$ cat config.mk
export PLATFORM = sky130hd
export DESIGN_NAME = fifo_wr_arbiter
export DESIGN_NICKNAME = d
export VERILOG_FILES = /design/src/rtl/fifo_wr_arbiter.sv
export SDC_FILE = /design/constraint.sdc
export NUM_CORES = 1
export LEC_CHECK = 0
export ABC_CLOCK_PERIOD_IN_PS = 3400
export CAP_MARGIN = 20
export CORE_ASPECT_RATIO = 0.9
export CORE_MARGIN = 2
export CORE_UTILIZATION = 36
export CTS_BUF_LIST = sky130_fd_sc_hd__clkbuf_4 sky130_fd_sc_hd__clkbuf_8
export DETAILED_ROUTE_END_ITERATION = 8
export HOLD_SLACK_MARGIN = 0.08
export PLACE_DENSITY = 0.89
export SYNTH_ARGS = -nofsm -noshare
export SYNTH_HDL_FRONTEND = slang
export SYNTH_SLANG_ARGS = --single-unit
$ cat constraint.sdc
create_clock -name clk -period 3.4 [get_ports clk]
set_clock_uncertainty 0.15 [all_clocks]
set_input_delay 0.51 -clock clk [delete_from_list [all_inputs] [get_ports clk]]
set_output_delay 0.51 -clock clk [all_outputs]
set_load 0.05 [all_outputs]
$ cat src/rtl/fifo_wr_arbiter.sv
`default_nettype none
// ============================================================================
// fifo_wr_arbiter : round-robin arbiter sharing one FIFO write port among
// NUM_REQ producers. Optional FIFO_ARB_STATS_EN adds saturating grant counters.
// Revision: 1.0
// ============================================================================
module fifo_wr_arbiter #(
  parameter int NUM_REQ    = 4,
  parameter int FIFO_WIDTH = 16,
  parameter int CNT_WIDTH  = 16
) (
  input  logic                            clk,
  input  logic                            rst,
  input  logic                            arb_en,
  input  logic [NUM_REQ-1:0]              req,
  input  logic [NUM_REQ*FIFO_WIDTH-1:0]   req_data,
  output logic [NUM_REQ-1:0]              gnt,
  input  logic                            fifo_full,
  input  logic                            fifo_almostfull,
  input  logic                            fifo_overflow,
  output logic                            fifo_wr_en,
  output logic [FIFO_WIDTH-1:0]           fifo_data_in,
  output logic                            err_overflow,
  output logic [NUM_REQ*CNT_WIDTH-1:0]    grant_cnt
);

  localparam int IDX_W = (NUM_REQ > 1) ? $clog2(NUM_REQ) : 1;

  logic [IDX_W-1:0]      last_q, last_d;
  logic                  fifo_wr_en_q, fifo_wr_en_d;
  logic [FIFO_WIDTH-1:0] fifo_data_in_q, fifo_data_in_d;
  logic                  err_overflow_q, err_overflow_d;

  logic                  allow;
  logic                  found;
  logic                  grant;
  logic [IDX_W-1:0]      win;
  logic [IDX_W-1:0]      idx;
  logic [NUM_REQ-1:0]    gnt_w;

  // The almost-full term covers a registered write the FIFO flags do not show yet.
  always_comb begin
    allow = arb_en && !rst && !fifo_full && !(fifo_wr_en_q && fifo_almostfull);
    found = 1'b0;
    win   = last_q;
    idx   = '0;
    gnt_w = '0;
    for (int k = 1; k <= NUM_REQ; k++) begin
      idx = IDX_W'((int'(last_q) + k) % NUM_REQ);
      if (!found && req[idx]) begin
        found = 1'b1;
        win   = idx;
      end
    end
    grant = allow && found;
    if (grant) begin
      gnt_w[win] = 1'b1;
    end
  end

  always_comb begin
    last_d         = last_q;
    fifo_wr_en_d   = grant;
    fifo_data_in_d = fifo_data_in_q;
    err_overflow_d = err_overflow_q | fifo_overflow;
    if (grant) begin
      last_d         = win;
      fifo_data_in_d = req_data[int'(win)*FIFO_WIDTH +: FIFO_WIDTH];
    end
  end

  always_ff @(posedge clk or posedge rst) begin
    if (rst) begin
      last_q         <= IDX_W'(NUM_REQ - 1);
      fifo_wr_en_q   <= 1'b0;
      fifo_data_in_q <= '0;
      err_overflow_q <= 1'b0;
    end else begin
      last_q         <= last_d;
      fifo_wr_en_q   <= fifo_wr_en_d;
      fifo_data_in_q <= fifo_data_in_d;
      err_overflow_q <= err_overflow_d;
    end
  end

  assign gnt          = gnt_w;
  assign fifo_wr_en   = fifo_wr_en_q;
  assign fifo_data_in = fifo_data_in_q;
  assign err_overflow = err_overflow_q;

`ifdef FIFO_ARB_STATS_EN
  logic [CNT_WIDTH-1:0] cnt_q [NUM_REQ];
  logic [CNT_WIDTH-1:0] cnt_d [NUM_REQ];

  // Counters stick at all-ones rather than wrapping.
  always_comb begin
    for (int i = 0; i < NUM_REQ; i++) begin
      cnt_d[i] = cnt_q[i];
      if (gnt_w[i] && (cnt_q[i] != {CNT_WIDTH{1'b1}})) begin
        cnt_d[i] = cnt_q[i] + 1'b1;
      end
    end
  end

  always_ff @(posedge clk or posedge rst) begin
    if (rst) begin
      for (int i = 0; i < NUM_REQ; i++) begin
        cnt_q[i] <= '0;
      end
    end else begin
      for (int i = 0; i < NUM_REQ; i++) begin
        cnt_q[i] <= cnt_d[i];
      end
    end
  end

  for (genvar g = 0; g < NUM_REQ; g++) begin : g_cnt_out
    assign grant_cnt[g*CNT_WIDTH +: CNT_WIDTH] = cnt_q[g];
  end
`else
  assign grant_cnt = '0;
`endif

endmodule
`default_nettype wire

* Word level (Yosys, flattened, before mapping)
Cells that the tools add are included.
Storage, ports and cells: register bits after elaboration 20, logic and storage cells 50
Operators by class: add/sub/neg operators 4, magnitude comparators 6, shifts and indexed selects 1, muxes and demuxes 19, bitwise operators 1, reduce and logical (&&, ||, !) cells 15
Operators by type and width (number):
- variable part select 64 x 7 -> 16 bit | 1
- < comparator 2 x 3 -> 1 bit, second input constant | 5
- logical AND 1 bit | 9
- two-way mux 1 bit | 9
- binary-select mux 1 bit (select 2 bit) | 4
- two-way mux 2 bit | 4
- zero test 1 bit | 6
- adder 2 x 1 -> 2 bit, second input constant | 2
- adder 2 bit, second input constant | 2
- two-way mux 4 bit | 1
- demux 1 bit (select 2 bit) | 1
- >= comparator 2 x 1 -> 1 bit, second input constant | 1
- OR 1 bit | 1

* Longest topological paths before layout
Gate-level depths: netlist of run 1.
depth in word-level cells 18, mapped depth 7

* Worst setup path after synthesis of run 1
Ideal clock, no wire load.
path kind input port to output port, start input req[1], end output gnt[3], arrival 2103 ps, data required time 2740 ps, path slack 637 ps, cell stages on the path 6, buffers on the path 2, cells stage by stage or2b_1 -> a21o_1 -> and3_1 -> buf_4 -> buf_2 -> nor2_1
On the way: word-level cells in the longest chain between the ends 17, elaborated cells between the ends (all ways) 29, those cells by class order compare (2); mux (19); reduce/logical (8)
Ends and longest elaborated chain:
- start: declaration | RTL line 15 | input logic [NUM_REQ-1:0] req,
- binary-select mux 1 bit (select 2 bit) | RTL line 50 | if (!found && req[idx]) begin
- two-way mux 1 bit (implied by the code) | RTL line 50
- two-way mux 1 bit | RTL line 50
- zero test 1 bit | RTL line 50
- logical AND 1 bit | RTL line 50
- two-way mux 1 bit | RTL line 50
- zero test 1 bit | RTL line 50
- logical AND 1 bit | RTL line 50
- two-way mux 1 bit | RTL line 50
- zero test 1 bit | RTL line 50
- logical AND 1 bit | RTL line 50
- two-way mux 2 bit | RTL line 50
- < comparator 2 x 3 -> 1 bit (implied by the code) / >= comparator 2 x 1 -> 1 bit (equally long branches) | RTL line 57 | gnt_w[win] = 1'b1;
- logical AND 1 bit (implied by the code) | RTL line 57
- two-way mux 1 bit (implied by the code) | RTL line 57
- demux 1 bit (select 2 bit) | RTL line 57
- two-way mux 4 bit * | RTL line 56 | if (grant) begin
- end: declaration | RTL line 17 | output logic [NUM_REQ-1:0] gnt,
Mark *: on every way between the ends. The rest lies on a longest branch, timed or not. The select of a mux whose other input is x is not followed.

* Final worst setup path of run 1
start input req[1], end output gnt[2]
The elaborated chain is that of the path after synthesis.

==> results of run 1 <==
-- routing by layer --
layer / vias to the layer above / share of wire / GRT usage
met4: 0 / 0.0094 / 0.0452
li1: 783 / - / -
met1: 804 / 0.39 / 0.201
met2: 107 / 0.51 / 0.339
met3: 4 / 0.090 / 0.0520
met5: - / 0 / 0
-- final cells by class --
cell class / instances / area, um2 / share of cell area
multi-input cells: 172 / 1040 / 0.387
repair buffers: 102 / 1020 / 0.378
flip-flops and latches: 20 / 503 / 0.187
well taps: 65 / 81.3 / 0.0302
clock buffers: 3 / 41.3 / 0.0153
inverters: 2 / 7.51 / 0.00278
-- through the flow --
step                 util  area, um2  hold slack [ns]
floorplan               -       2120            0.322
global placement    0.536       2660            0.295
detailed placement  0.536       2660            0.305
CTS                 0.544       2700            0.328
global route        0.544       2700            0.336
finish              0.544       2700            0.322
-- state kept, by name (all words and copies together), names as in the netlist --
name and flops:
fifo_data_in 16, last_q 2, err_overflow 1, fifo_wr_en 1
-- critical path, stage by stage --
cell,delay (ns)
clkdlybuf4s50_1,0.45
or4_1,0.52
and3_1,0.38
o211ai_4,0.21
nor2_1,0.12
buf_12,0.16
-- power by group through the flow --
stage	clock [mW]	sequential, mW	combinational (mW)
2_1_floorplan	0	0.681	0.515
3_3_place_gp	0	0.384	1.09
3_5_place_dp	0	0.388	1.11
4_1_cts	0.166	0.384	1.11
5_1_grt	0.176	0.395	1.16
6_report	0.160	0.383	1.11
-- path summary, 6_finish.rpt --
check                           cells after the start                            to                   start
worst max-delay path                                6                        gnt[2]                  req[1]
worst min-delay path                                1        err_overflow$_DFF_PP0_  err_overflow$_DFF_PP0_
worst max register to register                      6  fifo_data_in[15]$_DFFE_PP0P_    fifo_wr_en$_DFF_PP0_
worst min register to register                      1        err_overflow$_DFF_PP0_  err_overflow$_DFF_PP0_
max in group asynchronous                           2   fifo_data_in[7]$_DFFE_PP0P_                     rst
min in group asynchronous                           2  fifo_data_in[13]$_DFFE_PP0P_                     rst
-- cells by family after synthesis --
kind of cell / share of synthesized area
AOI/OAI and AO/OA: 0.199
other: 0.00199
DFF: 0.266
muxes: 0.0848
buffers and inverters: 0.305
and+or+nand+nor: 0.142
-- cell usage after synthesis --
cell type and n:
and3_1 4, nor2_1 21, nand2_1 1, a21o_1 1, buf_2 1, buf_4 65, nand2b_1 1, and2_4 1
dfrtp_1 18, nand3_1 1, and2_1 17, buf_12 1, o21ai_0 4, o21ai_1 1, a211oi_2 10, a211oi_1 7
buf_6 3, mux2i_1 16, a21oi_1 1, nor2b_1 2, a221oi_1 16, o211ai_4 1, or2b_1 1, conb_1 1
clkbuf_1 6, or2_2 1, or4_1 1, inv_1 2, dfstp_2 2
==> summary.md, run 1 <==
| Metric | Value |
|---|---|
| Number of diodes | 0 |
| # Post-CTS Setup Buffers | 0 |
| Inst Count DP | 361 |
| Starting Density | 0.381 |
| Placement Setup Slack | 0.404 ns |
| Grt ovf | 0 |
| Clock-pin slew on the worst setup and hold paths | 0.07 ns |
| Antenna-violating nets left | 0 |
| Fin. Hold Viols | 0 |
| Largest net degree at the start of global routing | 21 |
| Req. time, crit path | 2.74 ns |
| Initial DRC count | 53 |
| Initial antenna violation count | 0 |
| Clock power frac | 0.097 |
| CTS resizes | 0 |
| RSZ-0062 raised after global routing | false |
| Gr usage total | 0.181 |
| Maximum capacitance violations | 0 |
| Peak supply drop | 0.279 mV |
| Worst-path maximum fanout | 13 |
| Post-synth top area cell | buf_4 |
| Tightest slew margin relative to the limit | 0.453 |
| Final Slew Violations | 0 |
| Crit Path Class | in -> out |
| Share of the synthesized area in the top cell type | 0.258 |
| Hold Crit Class | reg -> reg |
| Int Power | 780 uW |
| Yosys reg bits | 20 |
| Cells after Synth | 207 |
| Vias post-DR | 1,698 |
| Final Cycle Share | 0.887 |
| CTS Buffer Depth | 2 |
| Share of layout cells above drive strength 1 | 0.0970 |
| Net Sw Power | 870 uW |
| Seq/Total Area, Yosys | 0.266 |
| Post-layout min period | 3.02 ns |
| CTS tree | done |
| Leak pwr | 1.18 nW |
| Cell Area, Synth | 1890 um2 |
| Pwr Total | 1.65 mW |
| Final setup vio count | 0 |
| Die H | 72.7 um |
| Post-synthesis average cell area | 9.12 um2 |
| Vias per cell | 4.66 |
| Drt first pass iters | 4 |
| Die X | 80.3 um |
| Gpl congestion | 0.779 |
| Num CTS Buffers | 3 |
| Startpoint types | input pin |
| Root Buffer | clkbuf_8 |
| Setup ws final | 0.385 ns |
| Setup_tns | 0 ns |
| # IOs | 160 |
| Fmax | 332 MHz |
| Core Area | 4950 um2 |
| Wire length per cell | 14.8 um |
| Worst EP arrival | 2.36 ns |
| Clock Sinks | 20 |
| Measured slew at the worst slew-check pin | 0.819 ns |
| Worst R2R Setup Slack | 1.14 ns |
| Synth Warn # | 0 |
| Worst Setup End Kind | output port |
| First-pass GRT wire length | 8010 um |
| Comb pwr share | 0.671 |
| Non-Filler Instances | 364 |
| Fillers | 463 |
| Die Area | 5840 um2 |
| Most common cell after layout, fill and taps aside | clkdlybuf4s50_1 |
| Switch share | 0.527 |
| WL final | 5410 um |
| Status | finished, final reports clean |
| # DRC | 0 |
| Cell Pwr Density | 612 nW/um2 |
| Nets | 375 |
| IO Port Bufs | 95 |
| Reg power frac | 0.232 |
| Vias in the first global route | 1,647 |
| # rows | 24 |
| Max H-tree Level | 1 |
| Worst-skew pair later-pin latency | 0.26 ns |
| DPL Wire Length | 4220 um |
| Hold_buf cts | 0 |
| P&R area growth vs syn | 42.8% |
| Commonest cells after routing, fill and taps aside | clkdlybuf4s50_1, conb_1, nor2_1 |
| Top cells by area, synth | buf_4, dfrtp_1, mux2i_1, a221oi_1, a211oi_2 |
| Synth cell types | 29 |
Note: power is estimated with default switching activity, not from simulation.
==> inputs of run 2 (changes only) <==
Settings changed: ABC_CLOCK_PERIOD_IN_PS 3400 to 2600, CORE_UTILIZATION 36 to 30.
Clock period 3.4 ns to 2.6 ns, I/O delays scaled along.
==> run 2 against run 1 <==
Against the previous run:
- routed wire length down 1.0%
- clock power increased by 32%
- register-to-register slack worse by 0.66 ns
- critical path type unchanged
- highest routed layer unchanged
==> summary.md, run 2 (synthesized netlist as in run 1, its figures left out) <==
| Metric | Value |
|---|---|
| Status | finished, final reports clean |
| Vias per cell | 4.30 (-7.9%) |
| Die X | 87.6 um (+9.1%) |
| Num CTS Buffers | 3 (unchanged) |
| P&R area growth vs syn | 48.5% |
| Initial DRC count | 96 (+81%) |
| Fin. Hold Viols | 0 (unchanged) |
| # IOs | 160 (unchanged) |
| Final Cycle Share | 0.978 |
| Number of diodes | 0 (unchanged) |
| CP delay by family, top | buffers and inverters |
| Clock-pin slew on the worst setup and hold paths | 0.08 ns (about the same) |
| Nets | 383 (+2.1%) |
| Commonest cells after routing, fill and taps aside | clkdlybuf4s50_1, conb_1, nor2_1 |
| Hold_buf cts | 0 (unchanged) |
| Net Sw Power | 1.14 mW (+31%) |
| CTS Buffer Depth | 2 (unchanged) |
| Fmax | 393 MHz |
| Root Buffer | clkbuf_8 |
| Int Power | 1.05 mW (+35%) |
| Worst-skew pair later-pin latency | 0.26 ns (about the same) |
| Startpoint types | input pin |
| Gpl congestion | 0.811 (+4.2%) |
| Core Area | 6110 um2 (+23%) |
| Max reg flops | 16 (unchanged) |
| WHS Path Cells | 1 (unchanged) |
| Hold Crit Class | reg -> reg |
| Largest net degree at the start of global routing | 18 (-14%) |
| Die Area | 6950 um2 (+19%) |
| Die H | 79.3 um (+9.0%) |
| Peak supply drop | 0.300 mV (+7.2%) |
| CP dominant cell by count | and3_1 |
| IO Port Bufs | 95 (unchanged) |
| Crit Path Class | in -> out |
| Initial antenna violation count | 0 (unchanged) |
| Clock power frac | 0.097 (about the same) |
| WL final | 5350 um (-1.0%) |
| # DRC | 0 (unchanged) |
| Worst EP arrival | 2.00 ns (-0.36 ns) |
| Worst Setup End Kind | output port |
| Final Slew Violations | 0 (unchanged) |
| Max H-tree Level | 1 (unchanged) |
| Most common cell after layout, fill and taps aside | clkdlybuf4s50_1 |
| Vias in the first global route | 1,657 (+0.61%) |
| Worst-path maximum fanout | 5 (-8) |
| Reg2Reg Depth | 6 (unchanged) |
| RSZ-0062 raised after global routing | false |
| Gr usage total | 0.150 (-0.0306) |
| DPL Wire Length | 4370 um (+3.5%) |
| Cell with the largest stage delay on the worst path | clkdlybuf4s50_1 |
| Share of layout cells above drive strength 1 | 0.127 (+0.0300) |
| Clock Sinks | 20 (unchanged) |
| Vias post-DR | 1,693 (-0.29%) |
| Hold WS | 0.312 ns (-0.00951 ns) |
| Setup_tns | 0 ns (unchanged) |
| Maximum capacitance violations | 0 (unchanged) |
| WHS Endpoint | err_overflow$_DFF_PP0_ |
| Design area | 2800 um2 (+4.0%) |
| Worst reg2reg endpoint | fifo_data_in[6]$_DFFE_PP0P_ |
| Final setup vio count | 0 (unchanged) |
| First-pass GRT wire length | 8100 um (+1.1%) |
| Cell Pwr Density | 782 nW/um2 (+28%) |
| CP Buf/Inv Count | 3 (+1) |
| Worst R2R Setup Slack | 0.48 ns (-0.66 ns) |
| Reg power frac | 0.231 (about the same) |
| Switch share | 0.519 (-0.00828) |
| Crit-path cells | clkdlybuf4s50_1 > buf_4 > or2b_1 > a21o_1 > and3_1 > and3_1 > buf_12 |
| Leak pwr | 1.22 nW (+3.4%) |
| CP max stage delay | 0.42 ns (-0.10 ns) |
| Worst Hold Launch | err_overflow$_DFF_PP0_ |
| Req. time, crit path | 2.06 ns (-0.68 ns) |
| Wire length per cell | 13.6 um (-8.6%) |
| Final Util | 0.459 (-0.0856) |
| Post-placement cell area | 2750 um2 (+3.5%) |
| Comb pwr share | 0.672 (about the same) |
| Drt first pass iters | 4 (unchanged) |
| Antenna-violating nets left | 0 (unchanged) |
| R2R Path Start | last_q[0]$_DFFE_PP1P_ |
| Grt ovf | 0 (unchanged) |
| Tightest slew margin relative to the limit | 0.661 (+0.208) |
| Starting Density | 0.309 (-0.0723) |
| Measured slew at the worst slew-check pin | 0.506 ns (-0.313 ns) |
| CTS tree | done |
| # rows | 27 (+13%) |
| Post-layout min period | 2.54 ns |
## run 2: cell types whose count changed in the layout (fill, tap and decap cells not counted)
| cell | delta |
|---|---|
| and3_1 | -1 |
| and3_4 | +1 |
| buf_12 | +1 |
| buf_4 | +7 |
| nor2_1 | -1 |
| nor2_2 | +1 |
| o21ai_0 | -1 |
| o21ai_1 | +1 |
## run 2: timing repair
| action | in CTS | in global routing |
|---|---|---|
| pin swaps | 0 | 0 |
| endpoints found under the setup margin | 1 | 4 |
| setup buffers | 0 | 1 |
| gates resized for setup | 2 | 2 |
## run 2: cell type report
type                            count  area, um2
Fill cell                         607       3310
Timing Repair Buffer              110       1090
Multi-Input combinational cell    172       1050
Sequential cell                    20        503
Tap cell                           87        109
Clock buffer                        3       41.3
Inverter                            2       7.51
## run 2: through the flow
stage                     instances  setup WS, ns  power (mW)
after floorplan                 270        0.0367        1.56
after global placement          390        0.0303        1.97
after detailed placement        390       0.00355        1.99
after CTS                       393        0.0130        2.21
after global routing            394      0.000685        2.30
final                           394        0.0569        2.19
## run 2: worst max-delay path by stage
stage	slack, ns	endpoint	cells after the start	start
after CTS	0.01	gnt[3]	6	req[1]
after global placement	0.03	gnt[2]	6	req[1]
after floorplan	0.04	gnt[2]	6	fifo_wr_en$_DFF_PP0_
after global routing	0.0007	gnt[0]	7	req[0]
final	0.06	gnt[0]	7	req[0]
after detailed placement	0.004	fifo_data_in[13]$_DFFE_PP0P_	6	req[1]
## run 2: routing by layer
layer / vias up / part of all wire / global-route usage
li1: 801 / - / -
met1: 797 / 0.40 / 0.179
met2: 91 / 0.51 / 0.277
met3: 4 / 0.081 / 0.0291
met4: 0 / 0.0071 / 0.0323
met5: - / 0 / 0
## run 2: power by group through the flow
stage / clock network [mW] / registers (mW) / logic [mW]
2_1_floorplan: 0 / 0.890 / 0.673
3_3_place_gp: 0 / 0.509 / 1.46
3_5_place_dp: 0 / 0.512 / 1.48
4_1_cts: 0.220 / 0.509 / 1.48
5_1_grt: 0.226 / 0.524 / 1.55
6_report: 0.212 / 0.507 / 1.47
==> inputs of run 3 (changes only) <==
Settings changed: CELL_PAD_IN_SITES_DETAIL_PLACEMENT set to 1, CELL_PAD_IN_SITES_GLOBAL_PLACEMENT set to 2, CORE_UTILIZATION 30 to 15, PLACE_DENSITY 0.89 to 0.88, SKIP_LAST_GASP set to 1.
==> run 3 against run 2 <==
Against the previous run:
- first-iteration DRC count decreased by 61%
- routed wire length up 27%
- highest routed layer unchanged
- count of clock-buffer cells in the layout unchanged
==> summary.md, run 3 (synthesized netlist as in run 1, its figures left out) <==
| Metric | Value |
|---|---|
| Comb pwr share | 0.645 (-0.027) |
| Clock power frac | 0.140 (+0.043) |
| Worst-path maximum fanout | 4 (-1) |
| Maximum capacitance violations | 0 (unchanged) |
| Max reg flops | 16 (unchanged) |
| Number of diodes | 0 (unchanged) |
| Die H | 110 um (+39%) |
| Int Power | 1.16 mW (+10%) |
| Post-layout min period | 2.54 ns (-0.00307 ns) |
| Final Cycle Share | 0.977 (-0.00118) |
| Final Slew Violations | 0 (unchanged) |
| Gr usage total | 0.0976 (-0.0529) |
| Max H-tree Level | 1 (unchanged) |
| WL final | 6790 um (+27%) |
| Drt first pass iters | 4 (unchanged) |
| Setup ws final | 0.0600 ns (+0.00307 ns) |
| Hold Crit Class | in -> async |
| CTS tree | done |
| Status | finished, final reports clean |
| CP delay by family, top | simple AND/OR/NAND/NOR gates |
| Vias in the first global route | 1,878 (+13%) |
| Wire length per cell | 14.4 um (+5.8%) |
| First-pass GRT wire length | 10,200 um (+26%) |
| Fin. Hold Viols | 0 (unchanged) |
| Reg power frac | 0.215 (-0.016) |
| Inst Count DP | 469 (+20%) |
| Gpl congestion | 0.699 (-14%) |
| CTS Buffer Depth | 2 (unchanged) |
| Initial antenna violation count | 0 (unchanged) |
| Req. time, crit path | 2.06 ns (about the same) |
| Commonest cells after routing, fill and taps aside | clkdlybuf4s50_1, conb_1, nor2_1, buf_4, dfrtp_1 |
| Antenna-violating nets left | 0 (unchanged) |
| # Post-CTS Setup Buffers | 0 (unchanged) |
| CP Buf/Inv Count | 3 (unchanged) |
| Vias post-DR | 1,719 (+1.5%) |
| Die Area | 13,500 um2 (+94%) |
| Core Area | 12,200 um2 (+99%) |
| Leak pwr | 1.27 nW (+4.3%) |
| Tightest slew margin relative to the limit | 0.633 (-0.0280) |
| Non-Filler Instances | 473 (+20%) |
| Final setup vio count | 0 (unchanged) |
| Grt ovf | 0 (unchanged) |
| Setup_tns | 0 ns (unchanged) |
| Root Buffer | clkbuf_8 |
| Crit-path cells | clkdlybuf4s50_1 > or4_1 > and3_4 > buf_4 > and3_1 > buf_12 |
| Startpoint types | input pin |
| Worst-skew pair later-pin latency | 0.27 ns (about the same) |
| Switch share | 0.503 (-0.0156) |
| P&R area growth vs syn | 57.3% |
| Net Sw Power | 1.18 mW (+3.5%) |
| Clock-pin slew on the worst setup and hold paths | 0.10 ns (+0.02 ns) |
| Placement Setup Slack | -0.0580 ns (-0.0616 ns) |
| Fillers | 1,443 (+140%) |
| # IOs | 160 (unchanged) |
| Nets | 388 (+1.3%) |
| # DRC | 0 (unchanged) |
| IO Port Bufs | 95 (unchanged) |
| Peak supply drop | 0.200 mV (-33%) |
| Reg2Reg Depth | 6 (unchanged) |
| # rows | 38 (+41%) |
| Hold WS | 0.289 ns (-0.0228 ns) |
| Clock Sinks | 20 (unchanged) |
| Largest net degree at the start of global routing | 22 (+4) |
| Share of layout cells above drive strength 1 | 0.144 (+0.0167) |
| Worst EP arrival | 2.00 ns (about the same) |
| Measured slew at the worst slew-check pin | 0.548 ns (+0.0418 ns) |
| Vias per cell | 3.63 (-15%) |
| DPL Wire Length | 5660 um (+30%) |
| Cell Pwr Density | 788 nW/um2 (+0.73%) |
| Fmax | 394 MHz (+0.12%) |
| Initial DRC count | 37 (-61%) |
| Num CTS Buffers | 3 (unchanged) |
| Crit Path Class | in -> out |
| Most common cell after layout, fill and taps aside | clkdlybuf4s50_1 |
| Starting Density | 0.155 (-0.154) |
| Worst Setup End Kind | output port |
| Cell with the largest stage delay on the worst path | or4_1 |
| Crit. path cell count | 6 (-1) |
| CP max stage delay | 0.49 ns (+0.07 ns) |
| RSZ-0062 raised after global routing | true |
| Die X | 122 um (+40%) |
[run 3: changes by cell type in the layout (fill, tap and decap cells not counted), sizes merged]
cell / change
buf: +5
bufinv: +1
clkdlybuf4s50: -1
dlymetal6s2s: +1
[run 3: repair_timing]
item,CTS,global route
hold buffers,0,0
gates resized for setup,3,3
setup endpoints to repair,3,3
[run 3: per-stage QoR]
step	power (mW)	util	area (um2)
final	2.34	0.244	2970
after global routing	2.47	0.244	2970
after CTS	2.37	0.244	2960
after detailed placement	2.04	0.237	2880
after global placement	2.00	0.237	2880
after floorplan	1.56	-	2120
[run 3: routing by layer]
layer / up-vias / track usage / wire length [um]
met3: 4 / 0.0315 / 670
met1: 813 / 0.116 / 2730
met5: - / 0 / 0
li1: 805 / - / -
met2: 97 / 0.173 / 3350
met4: 0 / 0.0138 / 39
[run 3: final timing paths]
| path | end | slack [ns] | from |
|---|---|---|---|
| max in group asynchronous | fifo_data_in[9]$_DFFE_PP0P_ | 1.44 | rst |
| min | fifo_data_in[0]$_DFFE_PP0P_ | 0.29 | rst |
| min reg2reg | err_overflow$_DFF_PP0_ | 0.33 | err_overflow$_DFF_PP0_ |
| max | gnt[0] | 0.06 | req[3] |
| max reg2reg | fifo_data_in[3]$_DFFE_PP0P_ | 0.51 | last_q[0]$_DFFE_PP1P_ |
| min in group clk | err_overflow$_DFF_PP0_ | 0.33 | err_overflow$_DFF_PP0_ |
[run 3: worst reg2reg max path, stage by stage (launching register included)]
cell and delay (ns):
dfstp_2 0.57, nor2b_1 0.06, o21ai_1 0.19, and3_1 0.30, buf_4 0.31, mux2i_1 0.29
a211oi_2 0.10
[run 3: final cells by class]
cell class / count / area, um2 / area share
clock buffer: 3 / 41.3 / 0.0139
sequential: 20 / 503 / 0.169
tap: 160 / 200 / 0.0674
timing repair buffer: 115 / 1130 / 0.382
clock inverter: 1 / 30.0 / 0.0101
multi-input combinational: 172 / 1050 / 0.354
inverter: 2 / 7.51 / 0.00253
[run 3: power groups by stage]
stage               clock (mW)  sequential [mW]  combinational, mW
finish                   0.327            0.503               1.51
global route             0.347            0.521               1.60
CTS                      0.335            0.505               1.53
detailed placement           0            0.512               1.53
global placement             0            0.505               1.50
floorplan                    0            0.890              0.673
